==> src/rtl/seq_arith_pkg.sv <==
// Shared types and sizing for the sequential multiply/divide units.
// Holds the common FSM encoding and counter sizing helper.
package seq_arith_pkg;

  localparam int N_DEF = 6;

  typedef enum logic [1:0] {
    IDLE   = 2'd0,
    DIVIDE = 2'd1,
    DONE   = 2'd2
  } state_t;

  function automatic int cnt_w(input int n);
    return $clog2(n + 1);
  endfunction

endpackage

==> src/rtl/div_restore_step.sv <==
// One restoring-division iteration on the packed {P,Q} register.
// P is N+1 bits wide, Q is N bits wide.
module div_restore_step #(
  parameter int N = 6
) (
  input  logic [2*N:0]  pq,
  input  logic [N-1:0]  divisor,
  output logic [2*N:0]  pq_n
);

  logic [2*N:0] sh;
  logic [N:0]   t;

  always_comb begin
    sh   = pq << 1;
    t    = sh[2*N:N] - {1'b0, divisor};
    pq_n = sh;
    if (!t[N]) begin
      pq_n[2*N:N] = t;
      pq_n[0]     = 1'b1;
    end
  end

endmodule

==> src/rtl/unsigned_seq_div_restoring.sv <==
// Sequential unsigned restoring divider, one quotient bit per clock.
// Start/Run/Done handshake with divide-by-zero and overflow status.
module unsigned_seq_div_restoring
  import seq_arith_pkg::*;
#(
  parameter int N = N_DEF
) (
  input  logic           clk,
  input  logic           rst_n,
  input  logic           start,
  input  logic [2*N-1:0] dividend,
  input  logic [N-1:0]   divisor,
  output logic [N-1:0]   quotient,
  output logic [N-1:0]   remainder,
  output logic           run,
  output logic           done,
  output logic           div_by_zero,
  output logic           overflow
);

  localparam int CW = cnt_w(N);

  state_t         state;
  logic [2*N:0]   pq;
  logic [2*N:0]   pq_n;
  logic [N-1:0]   dv;
  logic [CW-1:0]  cnt;
  logic           pend_dz;
  logic           pend_ov;
  logic           dz;
  logic           ov;

  div_restore_step #(.N(N)) u_step (
    .pq      (pq),
    .divisor (dv),
    .pq_n    (pq_n)
  );

  always_comb begin
    dz = (divisor == '0);
    ov = !dz && (dividend[2*N-1:N] >= divisor);
  end

  // Error cases park one cycle in DIVIDE with run low so their results
  // land one edge after acceptance, like a one-step operation.
  always_ff @(posedge clk or negedge rst_n) begin
    if (!rst_n) begin
      state       <= IDLE;
      pq          <= '0;
      dv          <= '0;
      cnt         <= '0;
      pend_dz     <= 1'b0;
      pend_ov     <= 1'b0;
      quotient    <= '0;
      remainder   <= '0;
      run         <= 1'b0;
      done        <= 1'b0;
      div_by_zero <= 1'b0;
      overflow    <= 1'b0;
    end else begin
      done <= 1'b0;
      unique case (state)
        IDLE, DONE: begin
          if (start) begin
            dv      <= divisor;
            pq      <= {1'b0, dividend};
            cnt     <= CW'(N);
            pend_dz <= dz;
            pend_ov <= ov;
            run     <= !(dz || ov);
            state   <= DIVIDE;
          end else begin
            state <= IDLE;
          end
        end
        DIVIDE: begin
          if (pend_dz || pend_ov) begin
            state       <= DONE;
            done        <= 1'b1;
            quotient    <= '1;
            remainder   <= '0;
            div_by_zero <= pend_dz;
            overflow    <= pend_ov;
          end else begin
            pq  <= pq_n;
            cnt <= cnt - CW'(1);
            if (cnt == CW'(1)) begin
              state       <= DONE;
              run         <= 1'b0;
              done        <= 1'b1;
              quotient    <= pq_n[N-1:0];
              remainder   <= pq_n[2*N-1:N];
              div_by_zero <= 1'b0;
              overflow    <= 1'b0;
            end
          end
        end
        default: state <= IDLE;
      endcase
    end
  end

endmodule

==> config.mk <==
export PLATFORM = sky130hd
export DESIGN_NAME = unsigned_seq_div_restoring
export DESIGN_NICKNAME = d
export VERILOG_FILES = /design/src/rtl/seq_arith_pkg.sv /design/src/rtl/div_restore_step.sv /design/src/rtl/unsigned_seq_div_restoring.sv
export SDC_FILE = /design/constraint.sdc
export NUM_CORES = 1
export LEC_CHECK = 0
export BUFFER_PORTS_ARGS = -buffer_cell sky130_fd_sc_hd__buf_2
export CAP_MARGIN = 20
export CORE_MARGIN = 10
export CORE_UTILIZATION = 40
export CTS_CLUSTER_SIZE = 24
export DETAILED_ROUTE_END_ITERATION = 12
export SLEW_MARGIN = 0
export SYNTH_ARGS = -nofsm -noshare
export SYNTH_HDL_FRONTEND = slang
export SYNTH_SLANG_ARGS = --single-unit
export TNS_END_PERCENT = 5
==> constraint.sdc <==
create_clock -name clk -period 4.7 [get_ports clk]
set_clock_uncertainty 0.05 [all_clocks]
set_input_delay 0.235 -clock clk [delete_from_list [all_inputs] [get_ports clk]]
set_output_delay 0.235 -clock clk [all_outputs]
set_load 0.05 [all_outputs]
Word level (Yosys, flattened, before mapping) --
Cells that the tools add are included.
Storage, ports and cells: register bits after elaboration 41, input port bits 21
Cells by class: add/sub/neg operators 2, magnitude comparators 1, equality and inequality tests 7, mux-type cells 25, reductions and logical operators 14
Operator list (number):
- $mux W6 | 5
- $mux W12 | 2
- $pmux W12 S2 | 1
- $mux W1 | 10
- $sub A7 B6 Y7 | 1
- $ge A6 B6 Y1 | 1
- $logic_not A6 Y1 | 1
- $mux W3 | 2
- $ne A2 B2 Y1 const B | 3
- $pmux W3 S2 | 1
- $mux W2 | 2
- $pmux W2 S2 | 1
- $reduce_and A2 Y1 | 2
- $reduce_and A4 Y1 | 1
- $reduce_bool A2 Y1 | 2
- $eq A3 B1 Y1 const B | 1
- $ne A3 B3 Y1 const B | 1
- $reduce_and A3 Y1 | 1
- $sub A3 B1 Y3 const B | 1
- $eq A2 B1 Y1 const B | 1
- $eq A2 B2 Y1 const B | 1
- $logic_not A1 Y1 | 2
- $logic_not A2 Y1 | 1
- $logic_or A1 B1 Y1 | 2
- other kinds (3) | 3

Depth between registers and ports, before layout --
Gate-level depths: netlist of run 1.
word-level depth 7, gate-level depth with buffers 10, gate-level depth less buffers 10

By module --
Synthesis of run 1 repeated with hierarchy kept, for this count alone.
Unflattened totals: cell total of the unflattened synthesis 232, area, all modules 2270.9 um2
By module, submodules not included:
- unsigned_seq_div_restoring | instances 1, cells an instance 185, area an instance 1906.8 um2, seq. area each 1051.0 um2
- div_restore_step | instances 1, cells an instance 47, area an instance 364.1 um2, seq. area each 0.0 um2

Worst setup path after synthesis of run 1 --
No wires, ideal clock.
kind flip-flop to flip-flop, from register pq[5], to register remainder[0], library setup time 83 ps, arrival 2221 ps, data required time 4567 ps, slack 2347 ps, stages on the path, launching flop included 11, path through dfrtp_1 > inv_1 > ha_1 > inv_1 > fa_1 > a21o_1 > nand4_1 > nand3_2 > xor2_2 > mux2_2 > o21ai_0
Between the ends: cells in the longest elaborated chain, start to end 4
RTL lines:
- start, declared | line unsigned_seq_div_restoring.sv:24 | logic [2*N:0] pq;
- start signal, assigned | line unsigned_seq_div_restoring.sv:66 | pq <= {1'b0, dividend};
- start signal, assigned | line unsigned_seq_div_restoring.sv:85 | pq <= pq_n;
- $sub A7 B6 Y7 | line div_restore_step.sv:16 | t = sh[2*N:N] - {1'b0, divisor};
- $mux W6 * | line div_restore_step.sv:18 | if (!t[N]) begin
- $mux W6 * | line unsigned_seq_div_restoring.sv:87 | if (cnt == CW'(1)) begin
- $mux W6 * | line unsigned_seq_div_restoring.sv:77 | if (pend_dz || pend_ov) begin
- end signal, assigned | line unsigned_seq_div_restoring.sv:92 | remainder <= pq_n[2*N-1:N];
- end, declared | line unsigned_seq_div_restoring.sv:14 | output logic [N-1:0] remainder,
Every way passes the cells marked *; elsewhere a longest branch is shown, timed or not. The select of a mux whose other input is x is not followed. A chain may end at the register's enable or synchronous reset.

Worst setup path after layout of run 1 --
Ends and elaborated chain as after synthesis.

==> results.py, run 1 <==
metrics = {
    "sta": {
        "drv_slew": 0,
        "fin_crit_ns": 2.59,
        "worst_slew_pin_slew_ns": 0.923,
        "whs_ns": 0.00904,
        "timing.final.setup_violations": 0,
        "hold_violations": 0,
        "fmaxAchievable_mhz": 386,
        "relSlewSlack_pct": 38.5,
        "finalSetupTns_ns": 0,
        "rsz0062_at_grt": "no",
        "fin_crit_sh_pct": 55.1,
    },
    "clock_tree": {
        "clock_latency_ns": 0.30,
        "postCtsResizedCells": 0,
        "cts_buffers": 5,
        "cts_max_level": 2,
        "postCtsSetupBuffers": 0,
        "clock_sinks": 41,
        "cts_buffer_depth": 2,
        "root_buffer": "clkbuf_8",
        "cts_hold_buf": 0,
        "clkTransAtPathRegs_ns": 0.09,
        "cts_tree": "built",
    },
    "logic_synthesis": {
        "synth_area_um2": 2130,
        "yosys-top-cells-area": "dfrtp_1, ha_1, o21ai_0",
        "seq_area_frac_synth_pct": 48.1,
        "yosys_warnings": 0,
        "syn_avg_cell_area_um2": 9.70,
        "synth_cells": 220,
        "synth_top_area_share_pct": 48.1,
        "synth_nets": 256,
        "synth_cell_types": 40,
        "yosysTopAreaCell": "dfrtp_1",
        "synth_seq_cells": 41,
    },
    "grt": {
        "grt_pass1_wl_um": 8690,
        "grt_max_degree": 42,
        "grt_pass1_vias": 1803,
        "antenna_found_initial": 0,
        "overflow": 0,
        "grt_usage_pct": 12.4,
    },
    "pwr": {
        "p_int_mw": 1.12,
        "clkPwrFrac_pct": 16.5,
        "ir_worst_vdd_mv": 0.381,
        "p_switching_uw": 965,
        "p_leak_nw": 1.21,
        "p_comb_share_pct": 54.5,
        "power_frac_seq_pct": 29.0,
        "sw_frac_of_total_pct": 46.2,
        "power_density_nw_per_um2": 834,
    },
    "run": {
        "maxCapViolations": 0,
    },
    "worst_setup_path": {
        "r2r_end": "remainder[0]$_DFFE_PN0P_",
        "startpoint": "pq[5]$_DFFE_PN0P_",
        "cp_data_arrival_time_ns": 2.76,
        "cp_max_fo": 7,
        "rrSetupSlack_ns": 2.11,
        "critPathSlowestCell": "xor2_2",
        "start_kind": "flip-flop",
        "slowest_delay_ns": 0.41,
        "path_common_cell": "inv_1",
        "path_class": "reg2reg",
        "worstReg2RegStart": "pq[5]$_DFFE_PN0P_",
        "crit_path_end_kind": "flip-flop",
        "required_ns": 4.87,
        "rr_worst_depth": 10,
        "crit_chain": "inv_1 -> ha_1 -> inv_1 -> fa_1 -> a21o_1 -> nand4_1 -> nand3_2 -> xor2_2 -> mux2_2 -> o21ai_0",
    },
    "die": {
        "io_pins": 37,
        "die_h_um": 93.0,
        "die_area_um2": 8650,
        "rows": 26,
        "die_x_um": 93.0,
        "coreArea_um2": 5140,
        "floorplan.initialDensity_pct": 41.5,
    },
    "cells_and_area": {
        "postLayoutCoreUtil_pct": 48.7,
        "area_delta_synth_final_pct": 17.3,
        "drive_above_1_share_pct": 20.3,
        "n_antenna_cell": 0,
        "nFillCells": 541,
        "nNetsFinal": 291,
    },
    "route": {
        "drtIter0Drc": 121,
        "num_vias": 1706,
        "wirelength_um": 5070,
        "drc": 0,
        "wire_per_inst_um": 15.5,
        "ant_nets": 0,
        "dr.pass1.iters": 4,
        "vias_per_cell": 5.23,
    },
    "min_path": {
        "hold_class": "in2async",
    },
    "outcome": {
        "outcome": "complete, no violations",
    },
    "placement": {
        "post-dp-hpwl_um": 3860,
        "place_congestion": 0.846,
        "portBuffers": 36,
    },
}
## per-layer routing
| layer | part of all wire (%) | GRT usage, % | up-vias |
|---|---|---|---|
| li1 | - | - | 837 |
| met1 | 50 | 16.4 | 815 |
| met2 | 41 | 17.9 | 47 |
| met3 | 7.2 | 4.64 | 7 |
| met4 | 1.5 | 4.63 | 0 |
| met5 | 0 | 0 | - |
## layout make-up
| class | count | area (um^2) | share of cell area (%) |
|---|---|---|---|
| timing repair buffer | 36 | 180 | 7.20 |
| multi-input combinational | 153 | 1000 | 40.1 |
| sequential | 41 | 1030 | 41.0 |
| tap | 70 | 87.6 | 3.50 |
| clock inverter | 3 | 68.8 | 2.75 |
| clock buffer | 5 | 68.8 | 2.75 |
| inverter | 18 | 67.6 | 2.70 |
## state kept, by name, indices dropped and copies added (netlist names), 2 cells and up
name       count
quotient       6
dv             6
remainder      6
cnt            3
pq            12
state          2
## cells by family (layout without fill, tap and decap cells)
family | Yosys count | in the layout | share of synthesized area [%]
simple gates | 65 | 65 | 14.4
compound gates | 65 | 65 | 19.6
fa+ha+maj | 15 | 15 | 9.15
mux | 4 | 4 | 1.94
flops | 41 | 41 | 48.1
buf+inv | 26 | 62 | 4.87
xor+xnor | 4 | 4 | 1.99
## power by group through the flow
stage | Combinational, mW | Clock [mW] | Sequential [mW]
4_1_cts | 1.14 | 0.351 | 0.605
5_1_grt | 1.28 | 0.365 | 0.625
3_5_place_dp | 1.14 | 0 | 0.612
3_3_place_gp | 1.11 | 0 | 0.611
2_1_floorplan | 0.755 | 0 | 0.735
6_report | 1.14 | 0.345 | 0.605
## critical path, delay by kind of cell (launching register included)
kind / cells / cell delay (ns)
AO/OA/AOI/OAI: 2 / 0.34
buffers and inverters: 2 / 0.13
flip-flops: 1 / 0.39
adder cells (fa/ha/maj): 2 / 0.57
AND/OR/NAND/NOR: 2 / 0.22
multiplexers: 1 / 0.40
XOR/XNOR: 1 / 0.41
## per-stage QoR
step / cells / worst slack, ns / instance area, um^2 / total power, mW
floorplan: 220 / 2.35 / 2130 / 1.49
global placement: 318 / 2.19 / 2360 / 1.72
detailed placement: 318 / 2.12 / 2360 / 1.75
CTS: 326 / 2.10 / 2500 / 2.10
global route: 326 / 1.90 / 2500 / 2.27
finish: 326 / 2.11 / 2500 / 2.09
## worst max path at each step
| stage | end | cells past startpoint | slack, ns |
|---|---|---|---|
| final | remainder[0]$_DFFE_PN0P_ | 10 | 2.11 |
| after global routing | pq[6]$_DFFE_PN0P_ | 10 | 1.90 |
| after CTS | remainder[0]$_DFFE_PN0P_ | 10 | 2.10 |
| after detailed placement | remainder[0]$_DFFE_PN0P_ | 10 | 2.12 |
| after global placement | remainder[0]$_DFFE_PN0P_ | 10 | 2.19 |
| after floorplan | remainder[0]$_DFFE_PN0P_ | 10 | 2.35 |
## cells in the mapped netlist
master / instances
a31oi_1: 5
a21oi_1: 10
a32oi_1: 4
o21ai_1: 2
nand3_1: 2
mux2_2: 1
nor2_1: 10
xnor2_1: 1
or3_1: 4
a21o_1: 4
nor3b_1: 1
nor3_1: 1
ha_1: 14
buf_2: 2
xor2_2: 1
a311oi_2: 1
nand2b_1: 4
fa_1: 1
nand4_1: 1
nand2_2: 1
a311oi_1: 1
a22o_1: 2
o22ai_1: 1
and3_1: 3
o22a_1: 6
a31o_2: 2
nand3_2: 1
clkbuf_1: 5
inv_1: 18
o21a_1: 2
o21ai_0: 24
nor3_2: 1
o31a_1: 1
xor2_1: 2
mux2i_1: 3
nand2_1: 32
dfrtp_1: 41
nor4_1: 1
nor2b_1: 3
buf_4: 1
## cell usage in the layout (no fill, tap or decap), types with 2 or more instances in the layout
master     Yosys  routed
a21o_1         4       4
a21oi_1       10      10
a22o_1         2       2
a31o_2         2       2
a31oi_1        5       5
a32oi_1        4       4
and3_1         3       3
buf_2          2      36
bufinv_16      0       2
clkbuf_8       0       5
dfrtp_1       41      41
ha_1          14      14
inv_1         18      18
mux2i_1        3       3
nand2_1       32      32
nand2b_1       4       4
nand3_1        2       2
nor2_1        10      10
nor2b_1        3       3
o21a_1         2       2
o21ai_0       24      24
o21ai_1        2       2
o22a_1         6       6
or3_1          4       4
xor2_1         2       2
Note: power is estimated with default switching activity, not from simulation.
==> inputs of run 2 (changes only) <==
Clock period 4.7 ns to 2.65 ns, I/O delays scaled along.
==> run 2 against run 1 <==
Effect of this change: design area grew 2.1%; fmax grew 5.7%; via count grew 0.76%; flip-flop and latch count is the same; sequential share of layout area shrank 0.84 points; critical path type unchanged; largest power group unchanged.
==> results.py, run 2 (same netlist as run 1, synthesis figures left out) <==
metrics = {
    "outcome": {
        "outcome": "complete, no violations",
    },
    "pwr": {
        "ir_worst_vdd_mv": 0.619,
        "sw_frac_of_total_pct": 45.2,
        "p_comb_share_pct": 57.6,
        "p_int_mw": 2.06,
        "p_switching_mw": 1.70,
        "power_frac_seq_pct": 28.8,
        "clkPwrFrac_pct": 13.6,
        "power_density_nw_per_um2": 1470,
        "p_leak_nw": 1.24,
    },
    "cells_and_area": {
        "largest_reg_flops": 12,
        "regArea_um2": 1030,
        "n_antenna_cell": 0,
        "final_cell_mix": "dfrtp_1, buf_2, nand2_1",
        "nNetsFinal": 299,
        "area_delta_synth_final_pct": 19.8,
        "layout_commonest_cell": "dfrtp_1",
        "drive_above_1_share_pct": 22.0,
        "multiInputGateArea_um2": 1010,
        "final_area_um2": 2550,
        "nFillCells": 518,
        "top_register": "pq",
    },
    "route": {
        "drc": 0,
        "vias_per_cell": 5.15,
        "wirelength_um": 4900,
        "num_vias": 1719,
        "wire_per_inst_um": 14.7,
        "ant_nets": 0,
        "drtIter0Drc": 100,
        "dr.pass1.iters": 5,
    },
    "worst_setup_path": {
        "crit_buf_inv": 3,
        "cp_data_arrival_time_ns": 2.57,
        "crit_path_end_kind": "flip-flop",
        "slowest_delay_ns": 0.41,
        "path_common_cell": "inv_1",
        "critPathSlowestCell": "fa_1",
        "required_ns": 2.77,
        "cpLargestDelayFamily": "adder cells",
        "crit_chain": "inv_1 -> ha_1 -> inv_1 -> fa_1 -> a21o_1 -> nand4_1 -> nand3_2 -> xor2_4 -> buf_4 -> a311oi_2 -> a21oi_1",
        "path_class": "reg2reg",
        "cp_max_fo": 5,
        "start_kind": "flip-flop",
    },
    "sta": {
        "fmaxAchievable_mhz": 408,
        "finalSetupTns_ns": 0,
        "rsz0062_at_grt": "no",
        "relSlewSlack_pct": 40.5,
        "fin_crit_ns": 2.45,
        "whs_ns": 0.00619,
        "hold_violations": 0,
        "drv_slew": 0,
        "timing.final.setup_violations": 0,
        "worst_slew_pin_slew_ns": 0.893,
        "fin_crit_sh_pct": 92.4,
    },
    "die": {
        "coreArea_um2": 5140,
        "die_h_um": 93.0,
        "die_area_um2": 8650,
        "die_x_um": 93.0,
        "floorplan.initialDensity_pct": 41.5,
        "rows": 26,
        "io_pins": 37,
    },
    "placement": {
        "portBuffers": 36,
        "placed_area_um2": 2400,
        "place_congestion": 0.830,
        "post-dp-hpwl_um": 3850,
    },
    "min_path": {
        "hold_class": "in2reg",
    },
    "clock_tree": {
        "root_buffer": "clkbuf_8",
        "clock_latency_ns": 0.29,
        "cts_buffer_depth": 2,
        "clkTransAtPathRegs_ns": 0.07,
        "clock_sinks": 41,
        "cts_buffers": 5,
        "cts_max_level": 2,
        "cts_tree": "built",
    },
    "grt": {
        "grt_pass1_wl_um": 8230,
        "antenna_found_initial": 0,
        "grt_pass1_vias": 1716,
        "grt_usage_pct": 11.8,
        "grt_max_degree": 42,
        "overflow": 0,
    },
    "run": {
        "maxCapViolations": 0,
    },
}
==> run 2: layout make-up <==
class / instances / area share (%)
clock buffer: 7 / 3.38
clock inverter: 1 / 1.18
inverter: 18 / 2.64
multi-input combinational: 153 / 39.7
sequential: 41 / 40.2
tap: 70 / 3.43
timing repair buffer: 44 / 9.50
==> run 2: worst min-delay path, cell delays in order <==
cell	delay (ns)
buf_2	0.09
nand2_1	0.04
o21ai_0	0.05
==> run 2: timing repair <==
| action | in CTS | in global routing |
|---|---|---|
| buffers inserted | 0 | 2 |
| gates resized for setup | 0 | 1 |
| hold buffers | 1 | 0 |
| setup endpoints to repair | 0 | 7 |
| hold endpoints to repair | 41 | 0 |
==> run 2: path summary, 6_finish.rpt <==
check                                         startpoint                  endpoint  slack [ns]  depth (start not counted)
worst min-delay path                          divisor[1]         dv[1]$_DFFE_PN0P_       0.006                          3
worst min register to register  remainder[4]$_DFFE_PN0P_  remainder[4]$_DFFE_PN0P_        0.42                          1
worst max-delay path                   pq[5]$_DFFE_PN0P_        pq[11]$_DFFE_PN0P_        0.20                         11
min in group asynchronous                          rst_n   quotient[3]$_DFFE_PN0P_        0.45                          2
max in group asynchronous                          rst_n        cnt[0]$_DFFE_PN0P_        1.54                          2
worst max register to register         pq[5]$_DFFE_PN0P_        pq[11]$_DFFE_PN0P_        0.20                         11
==> run 2: metrics by stage <==
step / setup slack, ns / std cells / total power [mW] / util (%)
finish: 0.200 / 334 / 3.76 / 49.7
global route: 0.0343 / 334 / 4.08 / 49.7
CTS: 0.119 / 332 / 3.68 / 49.2
detailed placement: 0.110 / 323 / 3.16 / 46.7
global placement: 0.244 / 323 / 3.13 / 46.7
floorplan: 0.297 / 220 / 2.64 / -
==> run 2: power groups by stage <==
stage          registers (mW)  logic [mW]  clock network [mW]
5_1_grt                  1.12        2.40               0.557
6_report                 1.08        2.17               0.513
3_5_place_dp             1.09        2.07                   0
2_1_floorplan            1.30        1.34                   0
4_1_cts                  1.08        2.08               0.528
3_3_place_gp             1.09        2.05                   0
==> run 2: metal layers <==
layer	GRT usage (%)	up-vias	share of wire [%]
met4	4.37	0	1.2
li1	-	857	-
met1	15.5	811	49
met2	17.4	45	43
met3	4.32	6	7.2
met5	0	-	0
